## src/rtl/sip_phaser_out_pkg.sv

```systemverilog
// ============================================================================
// Module : sip_phaser_out_pkg
// Brief  : Shared widths, bounds and tap helpers for the output phaser.
// Rev    : 1.0
// ============================================================================
`default_nettype none

package sip_phaser_out_pkg;

  localparam int c_TAP_W      = 6;
  localparam int c_READ_W     = 9;
  localparam int c_HIST_DEPTH = 127;
  localparam int c_DIV_MIN    = 2;
  localparam int c_DIV_MAX    = 16;

  typedef logic [c_TAP_W-1:0] tap_t;

  function automatic tap_t tap_step(input tap_t v, input logic inc);
    return inc ? tap_t'(v + 1'b1) : tap_t'(v - 1'b1);
  endfunction

  function automatic logic tap_wraps(input tap_t v, input logic inc);
    return inc ? (&v) : (~|v);
  endfunction

endpackage

`default_nettype wire

```

## src/rtl/sip_phaser_out_tap_counter.sv

```systemverilog
// ============================================================================
// Module : phaser_tap_counter
// Brief  : 6-bit wrapping up/down tap counter with load and overflow pulse.
// Rev    : 1.0
// ============================================================================
`default_nettype none

module phaser_tap_counter
  import sip_phaser_out_pkg::*;
#(
  parameter tap_t INIT = '0
) (
  input  logic       i_clk,
  input  logic       i_rst_n,
  input  logic       i_step,
  input  logic       i_inc,
  input  logic       i_load,
  input  tap_t       i_load_val,
  output tap_t       o_tap,
  output logic       o_ovf
);

  tap_t r_tap;
  logic r_ovf;

  // A load always beats a step and never reports a wrap.
  always_ff @(posedge i_clk or negedge i_rst_n) begin
    if (!i_rst_n) begin
      r_tap <= INIT;
      r_ovf <= 1'b0;
    end else begin
      r_ovf <= 1'b0;
      if (i_load) begin
        r_tap <= i_load_val;
      end else if (i_step) begin
        r_tap <= tap_step(r_tap, i_inc);
        r_ovf <= tap_wraps(r_tap, i_inc);
      end
    end
  end

  assign o_tap = r_tap;
  assign o_ovf = r_ovf;

endmodule

`default_nettype wire

```

## src/rtl/sip_phaser_out.sv

```systemverilog
// ============================================================================
// Module : sip_phaser_out
// Brief  : Output-side byte-lane phaser: clock divider, tap delay, OSERDES reset.
// Rev    : 1.0
// ============================================================================
`default_nettype none

module sip_phaser_out
  import sip_phaser_out_pkg::*;
#(
  parameter int   CLKOUT_DIV      = 4,
  parameter int   COARSE_DELAY    = 0,
  parameter int   FINE_DELAY      = 0,
  parameter int   OCLK_DELAY      = 0,
  parameter logic COARSE_BYPASS   = 1'b0,
  parameter logic EN_OSERDES_RST  = 1'b0,
  parameter logic OCLKDELAY_INV   = 1'b0,
  parameter logic SYNC_IN_DIV_RST = 1'b0
) (
  input  logic       FREQREFCLK,
  input  logic       RST_N,
  input  logic       COARSEENABLE,
  input  logic       COARSEINC,
  input  logic       FINEENABLE,
  input  logic       FINEINC,
  input  logic       COUNTERLOADEN,
  input  logic [8:0] COUNTERLOADVAL,
  input  logic       COUNTERREADEN,
  input  logic       SELFINEOCLKDELAY,
  input  logic       DIVIDERST,
  input  logic       EDGEADV,
  input  logic       SYNCIN,
  output logic       OCLK,
  output logic       OCLKDIV,
  output logic       OCLKDELAYED,
  output logic       OSERDESRST,
  output logic       COARSEOVERFLOW,
  output logic       FINEOVERFLOW,
  output logic [8:0] COUNTERREADVAL
);

  localparam logic [4:0] c_DIV = 5'(CLKOUT_DIV);
  localparam logic [4:0] c_POS = 5'(CLKOUT_DIV / 2);

  generate
    if (CLKOUT_DIV < c_DIV_MIN || CLKOUT_DIV > c_DIV_MAX) begin : g_bad_div
      $error("sip_phaser_out: CLKOUT_DIV must be in 2..16");
    end
  endgenerate

  logic [4:0]              r_div_cnt;
  logic                    r_oclkdiv;
  logic [c_HIST_DEPTH-3:0] r_hist;
  logic                    r_odly;
  logic                    r_orst;
  logic [c_READ_W-1:0]     r_readval;

  logic                    w_divrst;
  logic [4:0]              w_div_sum;
  logic [4:0]              w_div_step;
  logic                    w_oclkdiv_next;
  logic [c_HIST_DEPTH-1:0] w_hist_next;
  logic [6:0]              w_dly;
  tap_t                    w_coarse_tap;
  tap_t                    w_fine_tap;
  tap_t                    w_oclk_tap;
  tap_t                    w_sel_tap;
  tap_t                    w_coarse_eff;
  tap_t                    w_oclk_eff;
  logic                    w_oclk_ovf_unused;
  logic [2:0]              w_loadval_unused;

  assign w_loadval_unused = COUNTERLOADVAL[8:6];

  phaser_tap_counter #(.INIT(tap_t'(COARSE_DELAY))) u_coarse (
    .i_clk      (FREQREFCLK),
    .i_rst_n    (RST_N),
    .i_step     (COARSEENABLE & ~COARSE_BYPASS),
    .i_inc      (COARSEINC),
    .i_load     (1'b0),
    .i_load_val ('0),
    .o_tap      (w_coarse_tap),
    .o_ovf      (COARSEOVERFLOW)
  );

  phaser_tap_counter #(.INIT(tap_t'(FINE_DELAY))) u_fine (
    .i_clk      (FREQREFCLK),
    .i_rst_n    (RST_N),
    .i_step     (FINEENABLE),
    .i_inc      (FINEINC),
    .i_load     (COUNTERLOADEN & ~SELFINEOCLKDELAY),
    .i_load_val (COUNTERLOADVAL[5:0]),
    .o_tap      (w_fine_tap),
    .o_ovf      (FINEOVERFLOW)
  );

  phaser_tap_counter #(.INIT(tap_t'(OCLK_DELAY))) u_oclk (
    .i_clk      (FREQREFCLK),
    .i_rst_n    (RST_N),
    .i_step     (1'b0),
    .i_inc      (1'b0),
    .i_load     (COUNTERLOADEN & SELFINEOCLKDELAY),
    .i_load_val (COUNTERLOADVAL[5:0]),
    .o_tap      (w_oclk_tap),
    .o_ovf      (w_oclk_ovf_unused)
  );

  assign w_divrst       = DIVIDERST | (SYNC_IN_DIV_RST & SYNCIN);
  assign w_div_sum      = r_div_cnt + (EDGEADV ? 5'd2 : 5'd1);
  assign w_div_step     = (w_div_sum >= c_DIV) ? (w_div_sum - c_DIV) : w_div_sum;
  assign w_oclkdiv_next = ~w_divrst & (r_div_cnt < c_POS);

  // Element k is OCLKDIV k cycles back, as it will stand after this edge.
  assign w_hist_next  = {r_hist, r_oclkdiv, w_oclkdiv_next};
  assign w_coarse_eff = COARSE_BYPASS ? '0 : w_coarse_tap;
  assign w_oclk_eff   = SELFINEOCLKDELAY ? w_oclk_tap : '0;
  assign w_dly        = {1'b0, w_coarse_eff} + {1'b0, w_oclk_eff};
  assign w_sel_tap    = SELFINEOCLKDELAY ? w_oclk_tap : w_fine_tap;

  always_ff @(posedge FREQREFCLK or negedge RST_N) begin
    if (!RST_N) begin
      r_div_cnt <= '0;
      r_oclkdiv <= 1'b0;
      r_hist    <= '0;
      r_odly    <= OCLKDELAY_INV;
      r_orst    <= EN_OSERDES_RST;
      r_readval <= '0;
    end else begin
      r_div_cnt <= w_divrst ? 5'd0 : w_div_step;
      r_oclkdiv <= w_oclkdiv_next;
      r_hist    <= w_hist_next[c_HIST_DEPTH-2:1];
      r_odly    <= w_hist_next[w_dly] ^ OCLKDELAY_INV;
      // Held through divider reset, released once OCLKDIV is seen high.
      r_orst    <= EN_OSERDES_RST & (w_divrst | (r_orst & ~r_oclkdiv));
      if (COUNTERREADEN) begin
        r_readval <= {{(c_READ_W - c_TAP_W){1'b0}}, w_sel_tap};
      end
    end
  end

  assign OCLK           = FREQREFCLK;
  assign OCLKDIV        = r_oclkdiv;
  assign OCLKDELAYED    = r_odly;
  assign OSERDESRST     = r_orst;
  assign COUNTERREADVAL = r_readval;

endmodule

`default_nettype wire

```

## config.mk

```make
export PLATFORM = sky130hd
export DESIGN_NAME = sip_phaser_out
export DESIGN_NICKNAME = d
export VERILOG_FILES = /design/src/rtl/sip_phaser_out_pkg.sv /design/src/rtl/sip_phaser_out_tap_counter.sv /design/src/rtl/sip_phaser_out.sv
export SDC_FILE = /design/constraint.sdc
export NUM_CORES = 1
export LEC_CHECK = 0
export CAP_MARGIN = 20
export CORE_AREA = 2 2 198 141
export DETAILED_ROUTE_END_ITERATION = 8
export DIE_AREA = 0 0 200 143
export PLACE_DENSITY_LB_ADDON = 0.12
export SYNTH_ARGS = -nofsm -noshare
export SYNTH_HDL_FRONTEND = slang
export SYNTH_SLANG_ARGS = --single-unit
```

## constraint.sdc

```tcl
create_clock -name FREQREFCLK -period 4.3 [get_ports FREQREFCLK]
set_input_delay 0.645 -clock FREQREFCLK [delete_from_list [all_inputs] [get_ports FREQREFCLK]]
set_output_delay 0.645 -clock FREQREFCLK [all_outputs]
set_load 0.01 [all_outputs]
```

==> summary.txt, run 1 <==
Routing
  • Drt first-iter violations: roughly 140
  • DR vias: 3570
  • Vias per inst: 4.05
  • ANT nets after route: 0
  • Pre-antenna DRT Iters: 4
  • DRC: 0
  • DRT Wirelength: 13.4 mm
  • WL/cell: 15.2 microns

STA
  • RSZ-0062 raised after global routing: no
  • # setup viols final: 0
  • Max-slew violation count: 0
  • Slew @ Worst Pin: roughly 900 ps
  • Clock skew: 8.90 ps
  • Final Hold Viols: 0
  • Rel. slew slack: between 30 and 40%
  • Setup TNS: 0 ps

Yosys
  • Post-synth top area cell: dfrtp_1
  • Asr flop ratio synth: between 90% and 100%
  • Synth Area in Adders: between 4 and 5%
  • Simple-gate share of the synthesized area: roughly 9%
  • Ys Warns: 0
  • Post-synthesis cell type count: 42
  • FF+latch count, synth: between 150 and 200
  • Syn Inst Count: approximately 460
  • Synthesized cell area: about 6300 sq um
  • Sequential element share of the synthesized area: between 60% and 70%
  • Largest family of logic cells by synthesized area: multiplexers
  • Synth top area share: 62.5%
  • Post-Synth XOR/XNOR Area: about 3.3%
  • Syn_area_per_cell: between 10 and 15 sq um
  • Top FF cell, synth: dfrtp_1
  • EDFF count, synth: 0
  • Synth Area in Compound Gates: under 10%
  • Mux cell area share after synthesis: 11.3%
  • Main area contributors after synthesis: dfrtp_1 62%, mux4_2 8.2%, ha_1 3.6%

Power
  • Pwr/cell area: between 600 and 700 nW/um^2
  • Worst vdd ir: 0.292 mV
  • Leak: around 0.0034 uW

Global routing
  • First-pass GRT wire length: 22.0 mm
  • Total gr overflow: 0
  • Pin count of the biggest net entering global routing: 98
  • Tot GR Track Use: a little over a tenth
  • Vias in the first global route: ~3900
  • Initial antenna violation count: 1

Layout
  • Share of cells above drive strength 1: 16.6%
  • Fill count: between 2000 and 3000
  • ANT cells: 0
  • Most frequent cells in the layout: 158 x dfrtp_1, 48 x nand2_1, 26 x clkdlybuf4s50_1
  • Area growth, synth to finish: 21.5%
  • Most common cell after layout, fill and taps aside: dfrtp_1
  • Fin cells: 882
  • Final net count: ~550

Floorplanning
  • Die area: between 20000 and 30000 sq um
  • Initial Utilization: 23.8%
  • Die height: roughly 140 microns
  • Ports: 36
  • Die Width: approximately 200 microns
  • FP Rows: 50
  • Core ar.: 26600 sq um

Setup path
  • Critical Path RT: 3650 ps
  • Reg2Reg Depth: 10
  • Setup CP Type: clk -> out
  • CP Capture Type: output port
  • CP Data Arrival Time: between 2000 and 3000 ps
  • CP max FO: 2
  • CP startpoint kind: clock port

Placed design
  • GP Congestion: around 0.76
  • DP HPWL: a little over 9 mm
  • Dpl cells: ~850
  • Port bufs: 27

Outcome
  • Status: finished, final reports clean

Clocking
  • Clock latency on the worst-skew pair: 540 ps
  • Clk pin slew, worst setup/hold paths: ~70 ps
  • Hold_buf cts: 0
  • Setup Fix Bufs, Post-CTS: 0
  • Post-cts resize count: 0
  • CTS tree: yes

Worst hold path
  • Min-delay worst type: in -> async

Job
  • Max-cap violations: 0
[per-layer routing]
layer  track usage, %  part of all wire (%)  vias up
li1                 -                     -     1713
met1             15.8                    55     1807
met2             13.6                    41       38
met3             3.35                   2.8       12
met4             4.13                   1.1        0
met5                0                     0        -
[power breakdown]
group	internal (uW)	total, uW	leakage [uW]	switching (uW)
Clock	879	1540	0.000305	665
Sequential	1720	1940	0.00210	216
Combinational	838	1870	0.00103	1030
[state kept, by name (all words and copies together) (netlist names)]
name	flops
OCLKDIV	1
u_fine.o_ovf	1
u_coarse.o_ovf	1
u_fine.o_tap	6
OCLKDELAYED	1
u_coarse.o_tap	6
u_oclk.o_tap	6
COUNTERREADVAL	6
r_hist	125
r_div_cnt	5
[cell families after synthesis]
group	after synthesis
buffers and inverters	35
AND/OR/NAND/NOR	119
XOR/XNOR	22
multiplexers	42
adder cells (fa/ha/maj)	22
other	1
AO/OA/AOI/OAI	63
flip-flops	158
[area by class of cell]
type                       instances  area [sq um]  share of cell area (%)
clock inverter                    15           114                    1.48
inverter                          13          48.8                   0.634
multi-input combinational        272          2240                    29.1
timing repair buffer              39           372                    4.83
tap                              364           455                    5.92
sequential                       158          3950                    51.4
clock buffer                      21           510                    6.63
[path summary, 6_finish.rpt]
path,from,to,slack [ps]
min in group FREQREFCLK,r_hist[89]$_DFF_PN0_,r_hist[90]$_DFF_PN0_,370
worst max register to register,u_coarse.o_tap[0]$_DFFE_PN0P_,OCLKDELAYED$_DFF_PN0_,1210
max in group asynchronous,RST_N,r_hist[67]$_DFF_PN0_,3140
worst max-delay path,FREQREFCLK,OCLK,800
worst min register to register,r_hist[89]$_DFF_PN0_,r_hist[90]$_DFF_PN0_,370
worst min-delay path,RST_N,r_hist[6]$_DFF_PN0_,190
[through the flow]
step / power (uW) / hold WS, ps / setup slack [ps] / instance area [sq um] / utilization [%]
after floorplan: 3240 / 347 / 1060 / 6340 / -
after global placement: 3900 / 353 / 437 / 7080 / 26.6
after detailed placement: 3900 / 355 / 395 / 7080 / 26.6
after CTS: 5470 / 228 / 789 / 7690 / 28.9
after global routing: 5750 / 268 / 782 / 7690 / 28.9
final: 5350 / 185 / 797 / 7690 / 28.9
[cells in the mapped netlist (all sizes together) (7+ instances only)]
master  instances
nand3          12
nand4          10
a21oi          25
nand2          48
a31oi           7
o21ai          10
and2            7
xnor2          18
mux4           23
clkbuf         13
buf             9
inv            13
mux2            8
nor2b           9
mux2i          11
nor2           22
dfrtp         158
ha             18
[worst max-delay path, cell delays in order]
cell and delay (ps):
clkbuf_16 120, clkbuf_16 120, clkdlybuf4s50_1 460
Note: power is estimated with default switching activity, not from simulation.
==> run 2: changes to the inputs <==
==> constraint.sdc (replaced) <==
create_clock -name FREQREFCLK -period 2.8 [get_ports FREQREFCLK]
set_input_delay 0.42 -clock FREQREFCLK [delete_from_list [all_inputs] [get_ports FREQREFCLK]]
set_output_delay 0.42 -clock FREQREFCLK [all_outputs]
set_load 0.01 [all_outputs]
==> run 2 against run 1 <==
  * Worst hold slack better by 180 ps
  * Routed wire length up 6.7%
  * Global-route usage increased by 0.50 points
  * Clock skew fell by 3.4 ps
  * Sequential share of layout area fell by 2.7 points
  * Power rose by 71%
  * Non-clock buffer count is 36 higher
  * Sequential power up 54%
  * Largest cell class unchanged
  * Largest power group is now combinational cells
==> summary.txt, run 2 (synthesis gave the netlist of run 1 again) <==
Setup path
  • RR Startpoint: u_oclk.o_tap[0]$_DFFE_PN0P_
  • CP Capture Type: flop
  • Top delay family on crit path: compound AO/OA/AOI/OAI gates
  • Crit-path max cell delay: 380 ps (-80 ps)
  • Setup CP Type: reg -> reg
  • Worst path most repeated cell: buf_4
  • Capture point of the worst reg-to-reg path: OCLKDELAYED$_DFF_PN0_
  • Crit path cell chain: and2_4 -> ha_4 -> inv_2 -> fa_2 -> buf_4 -> nand2b_1 -> a21oi_2 -> xnor2_1 -> buf_4 -> a2111oi_4 -> a211oi_2 -> a221oi_2 -> a31oi_1
  • CP max FO: 6 (+4)
  • CP Data Arrival Time: 3160 ps (+300 ps)
  • Reg2Reg Depth: 13 (+3)
  • WP buf/inv: 3 (unchanged)
  • Critical Path RT: 3210 ps (-440 ps)
  • Setup slack, reg-to-reg: 50 ps (-1160 ps)
  • Slowest CP cell: fa_2
  • CP startpoint kind: flop

Clocking
  • Clock latency on the worst-skew pair: 540 ps (about the same)
  • Clk pin slew, worst setup/hold paths: 60 ps (about the same)
  • CTS tree: yes

STA
  • FMAX: 0.364 GHz
  • Rel. slew slack: 59.0% (+19 points)
  • Final Hold Viols: 0 (unchanged)
  • Hold slack final: 367 ps (+182 ps)
  • RSZ-0062 raised after global routing: yes
  • Max-slew violation count: 0 (unchanged)
  • Min Tclk post-route: 2750 ps
  • Final period utilization: a little over nine tenths
  • # setup viols final: 0 (unchanged)
  • Slew @ Worst Pin: 615 ps (-289 ps)
  • Clock skew: 5.52 ps (-3.38 ps)

Global routing
  • First-pass GRT wire length: 23.2 mm (+5.4%)
  • Tot GR Track Use: 11.0% (+0.50 points)
  • Initial antenna violation count: 0 (-1)
  • Vias in the first global route: 3985 (+1.1%)
  • Pin count of the biggest net entering global routing: 64 (-35%)
  • Total gr overflow: 0 (unchanged)

Floorplanning
  • Initial Utilization: 23.8% (unchanged)
  • Die Width: 200 microns (unchanged)
  • Die area: 28600 sq um (unchanged)
  • Core ar.: 26600 sq um (unchanged)
  • Die height: 143 microns (unchanged)
  • Ports: 36 (unchanged)
  • FP Rows: 50 (unchanged)

Worst hold path
  • WHS Path Cells: 0
  • Hold Crit Start: r_hist[67]$_DFF_PN0_
  • Worst hold endpoint: r_hist[68]$_DFF_PN0_
  • Min-delay worst type: reg -> reg

Layout
  • Flip-flop and latch area: 3950 sq um (unchanged)
  • Most frequent cells in the layout: 158 x dfrtp_1, 48 x nand2_1, 45 x buf_4
  • Fill count: 2665 (-1.3%)
  • Multi-input gate area: 2290 sq um (+2.3%)
  • Max reg flops: 125 (unchanged)
  • Final net count: 584 (+6.6%)
  • Cell area after layout: 8120 sq um (+5.5%)
  • Most common cell after layout, fill and taps aside: dfrtp_1
  • Share of cells above drive strength 1: 23.3% (+6.7 points)
  • ANT cells: 0 (unchanged)
  • Area growth, synth to finish: 28.3%
  • Biggest register: r_hist

Routing
  • Vias per inst: 4.16 (+2.8%)
  • DR vias: 3819 (+7.0%)
  • DRT Wirelength: 14.3 mm (+6.7%)
  • DRC: 0 (unchanged)
  • Pre-antenna DRT Iters: 4 (unchanged)
  • Drt first-iter violations: 223 (+62%)
  • WL/cell: 15.5 microns (+2.5%)
  • ANT nets after route: 0 (unchanged)

Placed design
  • Port bufs: 27 (unchanged)
  • GP Congestion: 0.773 (+1.6%)
  • DP HPWL: 10.2 mm (+11%)
  • Placement Cell Area: 7350 sq um (+3.8%)

Power
  • Leak: 0.00366 uW (+6.6%)
  • Worst vdd ir: 0.525 mV (+80%)
  • Pwr/cell area: 1130 nW/um^2 (+62%)

Job
  • Max-cap violations: 0 (unchanged)

Outcome
  • Status: finished, final reports clean
[run 2: how the worst max path moves through the flow]
stage                                      from                     to  slack [ps]  cells past startpoint
floorplan                      SELFINEOCLKDELAY  OCLKDELAYED$_DFF_PN0_         -90                     10
global placement               SELFINEOCLKDELAY  OCLKDELAYED$_DFF_PN0_        -630                     14
detailed placement             SELFINEOCLKDELAY  OCLKDELAYED$_DFF_PN0_        -580                     14
CTS                 u_oclk.o_tap[0]$_DFFE_PN0P_  OCLKDELAYED$_DFF_PN0_          40                     11
global route        u_oclk.o_tap[0]$_DFFE_PN0P_  OCLKDELAYED$_DFF_PN0_         -90                     14
finish              u_oclk.o_tap[0]$_DFFE_PN0P_  OCLKDELAYED$_DFF_PN0_          50                     13
[run 2: what timing repair did]
action,CTS,global route
endpoints found under the setup margin,1,1
hold endpoints to repair,59,0
buffers inserted,1,0
resized for setup,2,8
pin swaps,3,3
hold buffers,1,0
[run 2: routing by layer]
metal / up-vias / routed length (microns) / track usage (%)
li1: 1783 / - / -
met1: 1978 / 8180 / 17.7
met3: 12 / 451 / 3.52
met4: 0 / 154 / 3.47
met2: 46 / 5460 / 13.3
met5: - / 0 / 0
[run 2: cell type report]
class                           instances  share of cell area (%)
Inverter                               13                   0.601
Timing Repair Buffer                   75                    8.03
Sequential cell                       158                    48.7
Multi-Input combinational cell        272                    28.2
Tap cell                              364                    5.61
Clock inverter                         10                    1.96
Clock buffer                           26                    6.89
[run 2: per-stage QoR]
stage                     setup slack [ps]  instances  TNS [ps]  util, %  power (uW)
after floorplan                      -86.2        465     -86.2        -        5020
after global routing                 -88.3        918     -88.3     30.5        9770
after detailed placement              -580        881      -580     27.6        6400
final                                 53.6        918         0     30.5        9150
after global placement                -627        881      -627     27.6        6400
after CTS                             35.8        918         0     30.4        9190
[run 2: power by group]
part / internal (uW) / switching (uW)
Clock: 1770 / 963
Sequential: 2650 / 336
Combinational: 1700 / 1730
Total: 6120 / 3030
